**src/rtl/mem_arbiter.sv**
```systemverilog
// Two-port arbiter sharing one synchronous single-port memory between instruction fetch and load/store.
// Load/store has priority; a bounded starvation counter lets a waiting fetch through.
module mem_arbiter #(
  parameter int unsigned LS_MAX = 4
) (
  input  logic        clk_i,
  input  logic        rst_ni,
  input  logic        if_req_i,
  input  logic [31:0] if_addr_i,
  output logic        if_ready_o,
  output logic        if_rvalid_o,
  output logic [31:0] if_rdata_o,
  input  logic        ls_req_i,
  input  logic [31:0] ls_addr_i,
  input  logic [1:0]  ls_store_size_i,
  input  logic [31:0] ls_wdata_i,
  output logic        ls_ready_o,
  output logic        ls_rvalid_o,
  output logic [31:0] ls_rdata_o,
  output logic        ls_misaligned_o,
  output logic        mem_en_o,
  output logic [3:0]  mem_we_o,
  output logic [31:0] mem_addr_o,
  output logic [31:0] mem_wdata_o,
  input  logic [31:0] mem_rdata_i
);

  localparam int unsigned CW = $clog2(LS_MAX + 1);
  localparam logic [CW-1:0] LS_MAX_C = CW'(LS_MAX);

  typedef enum logic [1:0] {
    IDLE    = 2'd0,
    IF_WAIT = 2'd1,
    LS_WAIT = 2'd2
  } state_e;

  state_e        state_q, state_d;
  logic [CW-1:0] starve_q, starve_d;

  logic        idle_s, ls_grant_s, if_grant_s, mis_s, ls_access_s, is_load_s;
  logic [3:0]  we_s;
  logic [31:0] wdata_s;

  // Grant decision, store lane steering and next-state logic
  always_comb begin
    idle_s     = rst_ni && (state_q == IDLE);
    ls_grant_s = idle_s && ls_req_i && !(if_req_i && (starve_q == LS_MAX_C));
    if_grant_s = idle_s && if_req_i && !ls_grant_s;
    is_load_s  = (ls_store_size_i == 2'b11);

    case (ls_store_size_i)
      2'b00:   begin
        mis_s   = 1'b0;
        we_s    = 4'b0001 << ls_addr_i[1:0];
        wdata_s = {4{ls_wdata_i[7:0]}};
      end
      2'b01:   begin
        mis_s   = ls_addr_i[0];
        we_s    = 4'b0011 << {ls_addr_i[1], 1'b0};
        wdata_s = {2{ls_wdata_i[15:0]}};
      end
      2'b10:   begin
        mis_s   = (ls_addr_i[1:0] != 2'b00);
        we_s    = 4'b1111;
        wdata_s = ls_wdata_i;
      end
      default: begin
        mis_s   = (ls_addr_i[1:0] != 2'b00);
        we_s    = 4'b0000;
        wdata_s = ls_wdata_i;
      end
    endcase

    ls_access_s     = ls_grant_s && !mis_s;
    if_ready_o      = if_grant_s;
    ls_ready_o      = ls_grant_s;
    ls_misaligned_o = ls_grant_s && mis_s;
    mem_en_o        = if_grant_s || ls_access_s;
    mem_we_o        = ls_access_s ? we_s : 4'b0000;
    mem_wdata_o     = wdata_s;
    mem_addr_o      = (if_grant_s ? if_addr_i : ls_addr_i) & 32'hFFFF_FFFC;

    case (state_q)
      IDLE: begin
        if (if_grant_s) begin
          state_d = IF_WAIT;
        end else if (ls_access_s && is_load_s) begin
          state_d = LS_WAIT;
        end else begin
          state_d = IDLE;
        end
      end
      IF_WAIT: state_d = IDLE;
      LS_WAIT: state_d = IDLE;
      default: state_d = IDLE;
    endcase

    // Misaligned accepts still count toward starvation
    if (!if_req_i || if_grant_s) begin
      starve_d = {CW{1'b0}};
    end else if (ls_grant_s && (starve_q != LS_MAX_C)) begin
      starve_d = starve_q + {{(CW-1){1'b0}}, 1'b1};
    end else begin
      starve_d = starve_q;
    end
  end

  // Read-return strobes come straight from the wait states; data is zeroed outside them
  always_comb begin
    if_rvalid_o = (state_q == IF_WAIT);
    ls_rvalid_o = (state_q == LS_WAIT);
    if_rdata_o  = if_rvalid_o ? mem_rdata_i : 32'h0000_0000;
    ls_rdata_o  = ls_rvalid_o ? mem_rdata_i : 32'h0000_0000;
  end

  // FSM state and starvation counter
  always_ff @(posedge clk_i or negedge rst_ni) begin
    if (!rst_ni) begin
      state_q  <= IDLE;
      starve_q <= {CW{1'b0}};
    end else begin
      state_q  <= state_d;
      starve_q <= starve_d;
    end
  end

endmodule

```
**config.mk**
```make
export PLATFORM = sky130hd
export DESIGN_NAME = mem_arbiter
export DESIGN_NICKNAME = d
export VERILOG_FILES = /design/src/rtl/mem_arbiter.sv
export SDC_FILE = /design/constraint.sdc
export NUM_CORES = 1
export LEC_CHECK = 0
export BUFFER_PORTS_ARGS = -buffer_cell sky130_fd_sc_hd__buf_2
export CORE_AREA = 2 2 107 109
export DETAILED_ROUTE_END_ITERATION = 10
export DIE_AREA = 0 0 109 111
export SETUP_SLACK_MARGIN = 0.4
export SYNTH_ARGS = -nofsm -noshare
export SYNTH_HDL_FRONTEND = slang
export SYNTH_SLANG_ARGS = --single-unit
export TNS_END_PERCENT = 5
```
**constraint.sdc**
```tcl
create_clock -name clk_i -period 1.85 [get_ports clk_i]
set_input_delay 0.185 -clock clk_i [delete_from_list [all_inputs] [get_ports clk_i]]
set_output_delay 0.185 -clock clk_i [all_outputs]
set_load 0.01 [all_outputs]
```
==> reports/qor.yml, run 1 <==
status: "finished with violations"
violations: "setup timing"
r2r_end: "state_q[1]"
drive_gt1_frac: 0.719
avgSynthCellArea_um2: 7.71
r2r_cells: 4
clk_pin_slew_ps: 30
critPathRequiredTime_ps: 1660
cts_buffers: 3
die_h_um: 111
fmax_mhz: 467
p_int_mw: 0.809
worst-setup-path-type: "flop to primary output"
clockBufferDepth: 2
netlist_area_um2: 1630
pin_count: 272
grt_pass1_vias: 2420
rsz0062_at_grt: "yes"
rows: 39
post-dp-hpwl_um: 5820
seq_power_share: 0.097
fin_setup_tns_ps: -8290
min_path_cells: 2
r2r_start: "state_q[0]"
critPathMaxFanout: 7
synth_top_cell_area_share: 0.310
coreArea_um2: 11100
drc: 0
ys_top_cells_by_area: "mux2_2 (31%), and2_1 (25%), dfrtp_1 (7.7%)"
clockRootBuffer: "clkbuf_16"
synth_cell_types: 31
wl_met1_um: 2410
wl_per_cell_um: 11.6
grt_start_max_net_pins: 34
swShare: 0.314
whs_ps: 191
worstSetupEndpointType: "primary output"
drtIter0Drc: 33
stdcell_count: 623
p_sw_mw: 0.371
reg2reg_slack_ps: 490
die_w_um: 109
finalHoldViolations: 0
p_leak_nw: 2.13
num_vias: 2526
crit_arrival_ps: 1960
diodes: 0
initial_core_util: 0.148
overflow: 0
netlist_instances: 212
crit_path_start_kind: "flop"
setup_violations: 30
wl_met2_um: 4070
fin_crit_ps: 2140
maxCapViolCount: 0
portBuffers: 267
final_cell_mix: "buf_2 (236), and2_1 (64), buf_6 (34)"
holdPathEnd: "state_q[1]"
grt_antenna_before_repair: 0
p_comb_frac: 0.598
layout_commonest_cell: "buf_2"
fin_nets: 617
ys_seq_area_frac: 0.0766
wl_um: 7220
hold_start: "ls_addr_i[1]"
timing.final.ws_setup_ps: -291
grt_usage: 0.106
vias_per_cell: 4.05
drt-pass1-iter-count: 4
clk_latency_ps: 230
ir_drop_uv: 229
h-tree-depth: 1
synth_seq_cells: 5
top_layer_used: "met4"
dp_cells: 612
skew_ps: 1.17
globalplace.congestion: 0.728
die_area_um2: 12100
yosys.area.top_type: "mux2_2"
slew_violations: 0
power.density_nw_per_um2: 322
yosysWarnings: 0
drtAntennaViolNets: 0
fin_crit_sh: 1.16
syn2layout_area_growth_pct: 125
grt_pass1_wl_um: 10500
cts.sinks: 5
wl_met3_um: 676
cts_tree: "yes"
min_path_type: "primary input to flop"
clkPwrFrac: 0.305
[critical path: stages, from the launching register on]
cell and delay (ps):
dfrtp_1 360, or3b_4 410, a211oi_4 200, buf_6 160, clkbuf_16 160, mux2_4 300
buf_6 120
[stage by stage]
stage	total power, mW	util	cell area [µm²]	setup WS [ps]
final	1.18	0.331	3670	-291
after global routing	1.25	0.331	3670	-332
after CTS	1.17	0.325	3590	-302
after detailed placement	0.724	0.291	3230	-87.9
after global placement	0.709	0.291	3230	-66.7
after floorplan	0.429	-	1750	58.1
[cell usage after synthesis]
master and instances:
and2_1 64, mux2_2 45, nand2_1 13, o21ai_0 11, buf_4 10, clkbuf_1 10, mux2i_1 8, nor2_1 6
dfrtp_1 5, inv_1 5, a21oi_1 4, buf_6 3, nand3_1 3, nor2b_1 3, nor3_1 3, a31oi_1 2
ha_1 2, nand4_1 2, a211oi_1 1, a211oi_4 1, a32oi_1 1, and3b_1 1, buf_1 1, buf_2 1
conb_1 1, mux2_1 1, nand4b_1 1, nor3b_1 1, nor4_1 1, or3b_4 1, xor2_1 1
[power by group through the flow]
stage	clock (mW)	combinational, mW	sequential (mW)
2_1_floorplan	0	0.313	0.116
3_3_place_gp	0	0.594	0.115
3_5_place_dp	0	0.608	0.116
4_1_cts	0.362	0.697	0.115
5_1_grt	0.372	0.764	0.115
6_report	0.359	0.705	0.115
[timing repair]
item	CTS	global route
pin swaps	2	5
setup endpoints to repair	105	107
hold buffers	1	0
gates cloned	2	1
buffers inserted	2	1
endpoints found under the hold margin	5	0
gates resized for setup	37	9
[area by class of cell]
type | count | area [µm²]
fill | 1151 | 7410
inverter | 5 | 18.8
timing repair buffer | 288 | 1770
clock buffer | 4 | 78.8
multi-input combinational | 178 | 1500
sequential | 5 | 125
tap | 143 | 179
[cells by family after synthesis]
group,Yosys count,synth area share
AND/OR/NAND/NOR,99,0.352
flip-flops,5,0.0766
AO/OA/AOI/OAI,20,0.0758
adder cells (fa/ha/maj),2,0.0153
XOR/XNOR,1,0.00536
other,1,0.00229
multiplexers,54,0.366
buffers and inverters,30,0.106
[routing by layer]
layer | global-route usage | vias up
li1 | - | 1248
met1 | 0.0947 | 1116
met2 | 0.229 | 153
met3 | 0.0106 | 9
met4 | 0.0368 | 0
met5 | 0 | -
[registers in the layout, indices dropped and copies added, names as in the netlist]
register and flops:
starve_q 3, state_q 2
[worst max-delay path by stage]
stage	end	cells after the start	startpoint
6_report	mem_addr_o[25]	6	state_q[1]
2_1_floorplan	mem_addr_o[22]	4	state_q[0]
3_5_place_dp	mem_addr_o[31]	5	state_q[0]
4_1_cts	mem_addr_o[23]	6	state_q[1]
5_1_grt	mem_addr_o[29]	6	state_q[1]
3_3_place_gp	mem_addr_o[31]	5	state_q[0]
(Power assumes the default switching activity.)
==> run 2: changes to the inputs <==
--- a/config.mk
+++ b/config.mk
@@ -9,7 +9,9 @@
 export CORE_AREA = 2 2 107 109
 export DETAILED_ROUTE_END_ITERATION = 10
 export DIE_AREA = 0 0 109 111
+export PLACE_DENSITY = 0.55
 export SETUP_SLACK_MARGIN = 0.4
+export SKIP_CTS_REPAIR_TIMING = 1
 export SYNTH_ARGS = -nofsm -noshare
 export SYNTH_HDL_FRONTEND = slang
 export SYNTH_SLANG_ARGS = --single-unit
==> run 2 against run 1 <==
Net effect: the run still ends with setup timing left; sequential cell count did not move; clock skew rose by 3.2 ps; setup slack lost 24 ps; register-to-register slack got worse by 100 ps; hold slack better by 10 ps; global-route usage shrank 0.52 points; combinational power shrank 4.5%; clock-buffer cell count unchanged; utilization fell by 1.1 points; sequential power about the same; wire length fell by 0.24%; largest cell class unchanged; largest power group unchanged.
==> reports/qor.yml, run 2 (synthesis results as in run 1) <==
grt_antenna_before_repair: 1
finalHoldViolations: 0
regMostFlops: "starve_q"
portBuffers: 267
r2r_cells: 6
clk_pin_slew_ps: 40
ir_drop_uv: 256
dp_cells: 614
drtIter0Drc: 42
maxCapViolCount: 0
r2r_end: "state_q[1]"
power.density_nw_per_um2: 323
initial_core_util: 0.148
drt-pass1-iter-count: 4
report.power.total_mw: 1.15
worstSetupEndpointType: "primary output"
die_w_um: 109
clk_latency_ps: 230
fin_crit_ps: 2170
cts_buffers: 3
cts_tree: "yes"
fin_crit_sh: 1.17
drtAntennaViolNets: 0
h-tree-depth: 1
worst-setup-path-type: "flop to primary output"
grt_pass1_vias: 2269
die_h_um: 111
fin_setup_tns_ps: -9100
drive_gt1_frac: 0.714
grt_start_max_net_pins: 34
grt_usage: 0.101
critPathRequiredTime_ps: 1660
grt_pass1_wl_um: 9840
rsz0062_at_grt: "yes"
setup_violations: 31
largest_reg_flops: 3
stdcell_count: 620
post-dp-hpwl_um: 6200
p_leak_nw: 2.08
fmax_mhz: 462
overflow: 0
wl_per_cell_um: 11.6
syn2layout_area_growth_pct: 117
final_cell_mix: "buf_2 (237), and2_1 (64), buf_6 (31)"
min_path_cells: 2
n_fill_cell: 1155
die_area_um2: 12100
violations: "setup timing"
slew_violations: 0
coreArea_um2: 11100
wl_um: 7200
clockRootBuffer: "clkbuf_16"
globalplace.congestion: 0.708
layout_commonest_cell: "buf_2"
cts.sinks: 5
whs_ps: 202
min_path_type: "primary input to flop"
fin_nets: 613
reg2reg_slack_ps: 390
clockBufferDepth: 2
timing.final.ws_setup_ps: -315
skew_ps: 4.39
crit_arrival_ps: 1980
crit_path_start_kind: "flop"
holdPathEnd: "state_q[1]"
num_vias: 2518
r2r_start: "starve_q[0]"
vias_per_cell: 4.06
rows: 39
drc: 0
critPathMaxFanout: 31
status: "finished with violations"
largestRegisters: "starve_q x3, state_q x2"
hold_start: "ls_addr_i[1]"
pin_count: 272
run 2: cell count changes in the layout (fill, tap and decap cells not counted), sizes merged:
| cell | previous run | this run |
|---|---|---|
| buf | 286 | 283 |
| clkbuf | 5 | 4 |
| diode | 0 | 1 |
run 2: per-layer routing:
metal	part of all wire	wire length (µm)	GRT usage
met4	0.017	121	0.0359
met5	0	0	0
met1	0.33	2400	0.0976
met2	0.54	3920	0.207
met3	0.11	762	0.0123
run 2: worst max-delay path by stage:
stage	cells past startpoint	slack, ps	end	from
2_1_floorplan	4	60	mem_addr_o[22]	state_q[0]
3_3_place_gp	5	-80	mem_addr_o[31]	state_q[0]
3_5_place_dp	5	-90	mem_addr_o[31]	state_q[0]
4_1_cts	5	-350	mem_addr_o[31]	state_q[0]
5_1_grt	5	-350	mem_addr_o[20]	state_q[0]
6_report	5	-320	mem_addr_o[20]	state_q[0]
run 2: final cells by class:
cell class / count / area [µm²] / share of cell area
antenna: 1 / 2.50 / 0.000705
multi-input combinational: 178 / 1470 / 0.414
timing repair buffer: 284 / 1680 / 0.473
sequential: 5 / 125 / 0.0352
tap: 143 / 179 / 0.0504
clock buffer: 4 / 78.8 / 0.0222
inverter: 5 / 18.8 / 0.00529
run 2: report_power, final:
group          switching [mW]  internal, mW
registers             0.00161         0.113
clock network          0.0750         0.286
logic                   0.284         0.389
run 2: worst max-delay path: stages, from the launching register on:
cell and delay, ps:
dfrtp_1 360, or3b_4 420, a211oi_4 210, buf_12 270, mux2_4 340, buf_6 120
run 2: through the flow:
| step | utilization | cell area, µm² | setup WS [ps] |
|---|---|---|---|
| CTS | 0.300 | 3320 | -352 |
| global route | 0.321 | 3550 | -352 |
| finish | 0.321 | 3550 | -315 |
| global placement | 0.293 | 3240 | -75.5 |
| floorplan | - | 1750 | 58.1 |
| detailed placement | 0.293 | 3240 | -94.7 |
==> run 3: changes to the inputs <==
--- a/config.mk
+++ b/config.mk
@@ -10,6 +10,7 @@
 export DETAILED_ROUTE_END_ITERATION = 10
 export DIE_AREA = 0 0 109 111
 export PLACE_DENSITY = 0.55
+export REMOVE_ABC_BUFFERS = 1
 export SETUP_SLACK_MARGIN = 0.4
 export SKIP_CTS_REPAIR_TIMING = 1
 export SYNTH_ARGS = -nofsm -noshare
==> constraint.sdc (replaced) <==
create_clock -name clk_i -period 1.9 [get_ports clk_i]
set_input_delay 0.19 -clock clk_i [delete_from_list [all_inputs] [get_ports clk_i]]
set_output_delay 0.19 -clock clk_i [all_outputs]
set_load 0.01 [all_outputs]
==> run 3 against run 2 <==
Net effect: the run still ends with setup timing left; clock-buffer cell count unchanged; clock power down 4%; clock skew decreased by 2.8 ps; total power grew 0.34%; sequential power about the same; global-route usage rose by 0.58 points; final area increased by 3.2%; critical path depth up 1; hold slack gained 110 ps; wire length grew 9.3%.
==> reports/qor.yml, run 3 (synthesis results as in run 1) <==
status: "finished with violations"
violations: "setup timing"
skew_ps: 1.61
overflow: 0
die_area_um2: 12100
hold_start: "ls_req_i"
worst-setup-path-type: "flop to primary output"
initial_core_util: 0.148
critical_path.top_delay_family: "buffers and inverters"
clockBufferDepth: 2
whs_ps: 314
h-tree-depth: 1
post-dp-hpwl_um: 6150
clockRootBuffer: "clkbuf_16"
cts_tree: "yes"
holdPathEnd: "state_q[0]"
cp.buffers_inverters: 3
min_path_type: "primary input to flop"
fin_crit_ps: 2160
timing.final.ws_setup_ps: -259
cts_buffers: 3
cts.sinks: 5
r2r_cells: 9
power.density_nw_per_um2: 314
grt_use_met1: 0.105
critPathMaxStageDelay_ps: 410
largestRegisters: "starve_q x3, state_q x2"
syn2layout_area_growth_pct: 124
crit_arrival_ps: 1970
rsz0062_at_grt: "yes"
coreArea_um2: 11100
drive_gt1_frac: 0.725
setup_violations: 32
portBuffers: 267
die_w_um: 109
reg2reg_slack_ps: 230
drc: 0
fin_nets: 620
num_vias: 2577
r2r_end: "state_q[1]"
r2r_start: "starve_q[1]"
stdcell_count: 626
die_h_um: 111
grt_pass1_vias: 2379
rows: 39
critPathRequiredTime_ps: 1710
clk_latency_ps: 230
grtUsageMet3: 0.0253
dp_cells: 614
grt_antenna_before_repair: 0
diodes: 0
grt_usage: 0.106
worstSetupEndpointType: "primary output"
crit_chain: "or3b_4 -> a211oi_4 -> buf_6 -> clkbuf_16 -> mux2_4 -> buf_6"
wl_um: 7870
drtAntennaViolNets: 0
clk_pin_slew_ps: 30
slew_violations: 0
pin_count: 272
regMostFlops: "starve_q"
grt_util_met2: 0.210
min_path_cells: 2
fin_crit_sh: 1.14
finalHoldViolations: 0
drt-pass1-iter-count: 4
ir_drop_uv: 364
largest_reg_flops: 3
path_common_cell: "buf_6"
maxCapViolCount: 0
p_leak_nw: 2.13
wl_per_cell_um: 12.6
vias_per_cell: 4.12
grt_pass1_wl_um: 10300
drtIter0Drc: 49
critPathMaxFanout: 8
globalplace.congestion: 0.748
crit_slowest_cell: "or3b_4"
crit_path_start_kind: "flop"
grt_busiest_layer: "met2"
layout_commonest_cell: "buf_2"
fmax_mhz: 463
final_cell_mix: "buf_2 (237), and2_1 (64), buf_6 (32)"
grt_start_max_net_pins: 34
-- run 3: cell count changes in the layout (fill, tap and decap cells not counted), sizes merged --
cell / delta
diode: -1
buf: +5
clkbuf: +2
-- run 3: report_power, final --
part | switching, mW | internal, mW
clock network | 0.0697 | 0.278
registers | 0.00128 | 0.110
logic | 0.298 | 0.395
-- run 3: area by class of cell --
class                   count  area (µm²)
fillers                  1150        7410
repair buffers            291        1770
multi-input cells         178        1490
well taps                 143         179
flip-flops and latches      5         125
clock buffers               4        78.8
inverters                   5        18.8
-- run 3: layer usage --
layer / part of all wire / routed length [µm] / vias up
met3: 0.11 / 836 / 8
met2: 0.53 / 4170 / 168
met4: 0.018 / 138 / 0
li1: - / - / 1257
met1: 0.35 / 2720 / 1144
met5: 0 / 0 / -
-- run 3: how the worst max path moves through the flow --
| stage | startpoint | to | slack (ps) | cells after the start |
|---|---|---|---|---|
| 3_3_place_gp | state_q[1] | mem_addr_o[10] | -60 | 5 |
| 3_5_place_dp | state_q[1] | mem_addr_o[10] | -80 | 5 |
| 4_1_cts | state_q[1] | mem_addr_o[10] | -320 | 5 |
| 6_report | state_q[0] | mem_addr_o[3] | -260 | 6 |
| 2_1_floorplan | state_q[1] | mem_addr_o[10] | -510 | 3 |
| 5_1_grt | state_q[0] | mem_addr_o[3] | -300 | 6 |
-- run 3: per-stage QoR --
| stage | setup slack, ps | setup TNS [ps] | power [mW] | util | cell area [µm²] |
|---|---|---|---|---|---|
| 4_1_cts | -324 | -9380 | 1.03 | 0.290 | 3210 |
| 3_5_place_dp | -79.1 | -1440 | 0.676 | 0.283 | 3140 |
| 6_report | -259 | -7190 | 1.15 | 0.331 | 3660 |
| 2_1_floorplan | -508 | -15270 | 0.344 | - | 1480 |
| 5_1_grt | -298 | -8500 | 1.22 | 0.331 | 3660 |
| 3_3_place_gp | -62.0 | -826 | 0.667 | 0.283 | 3140 |
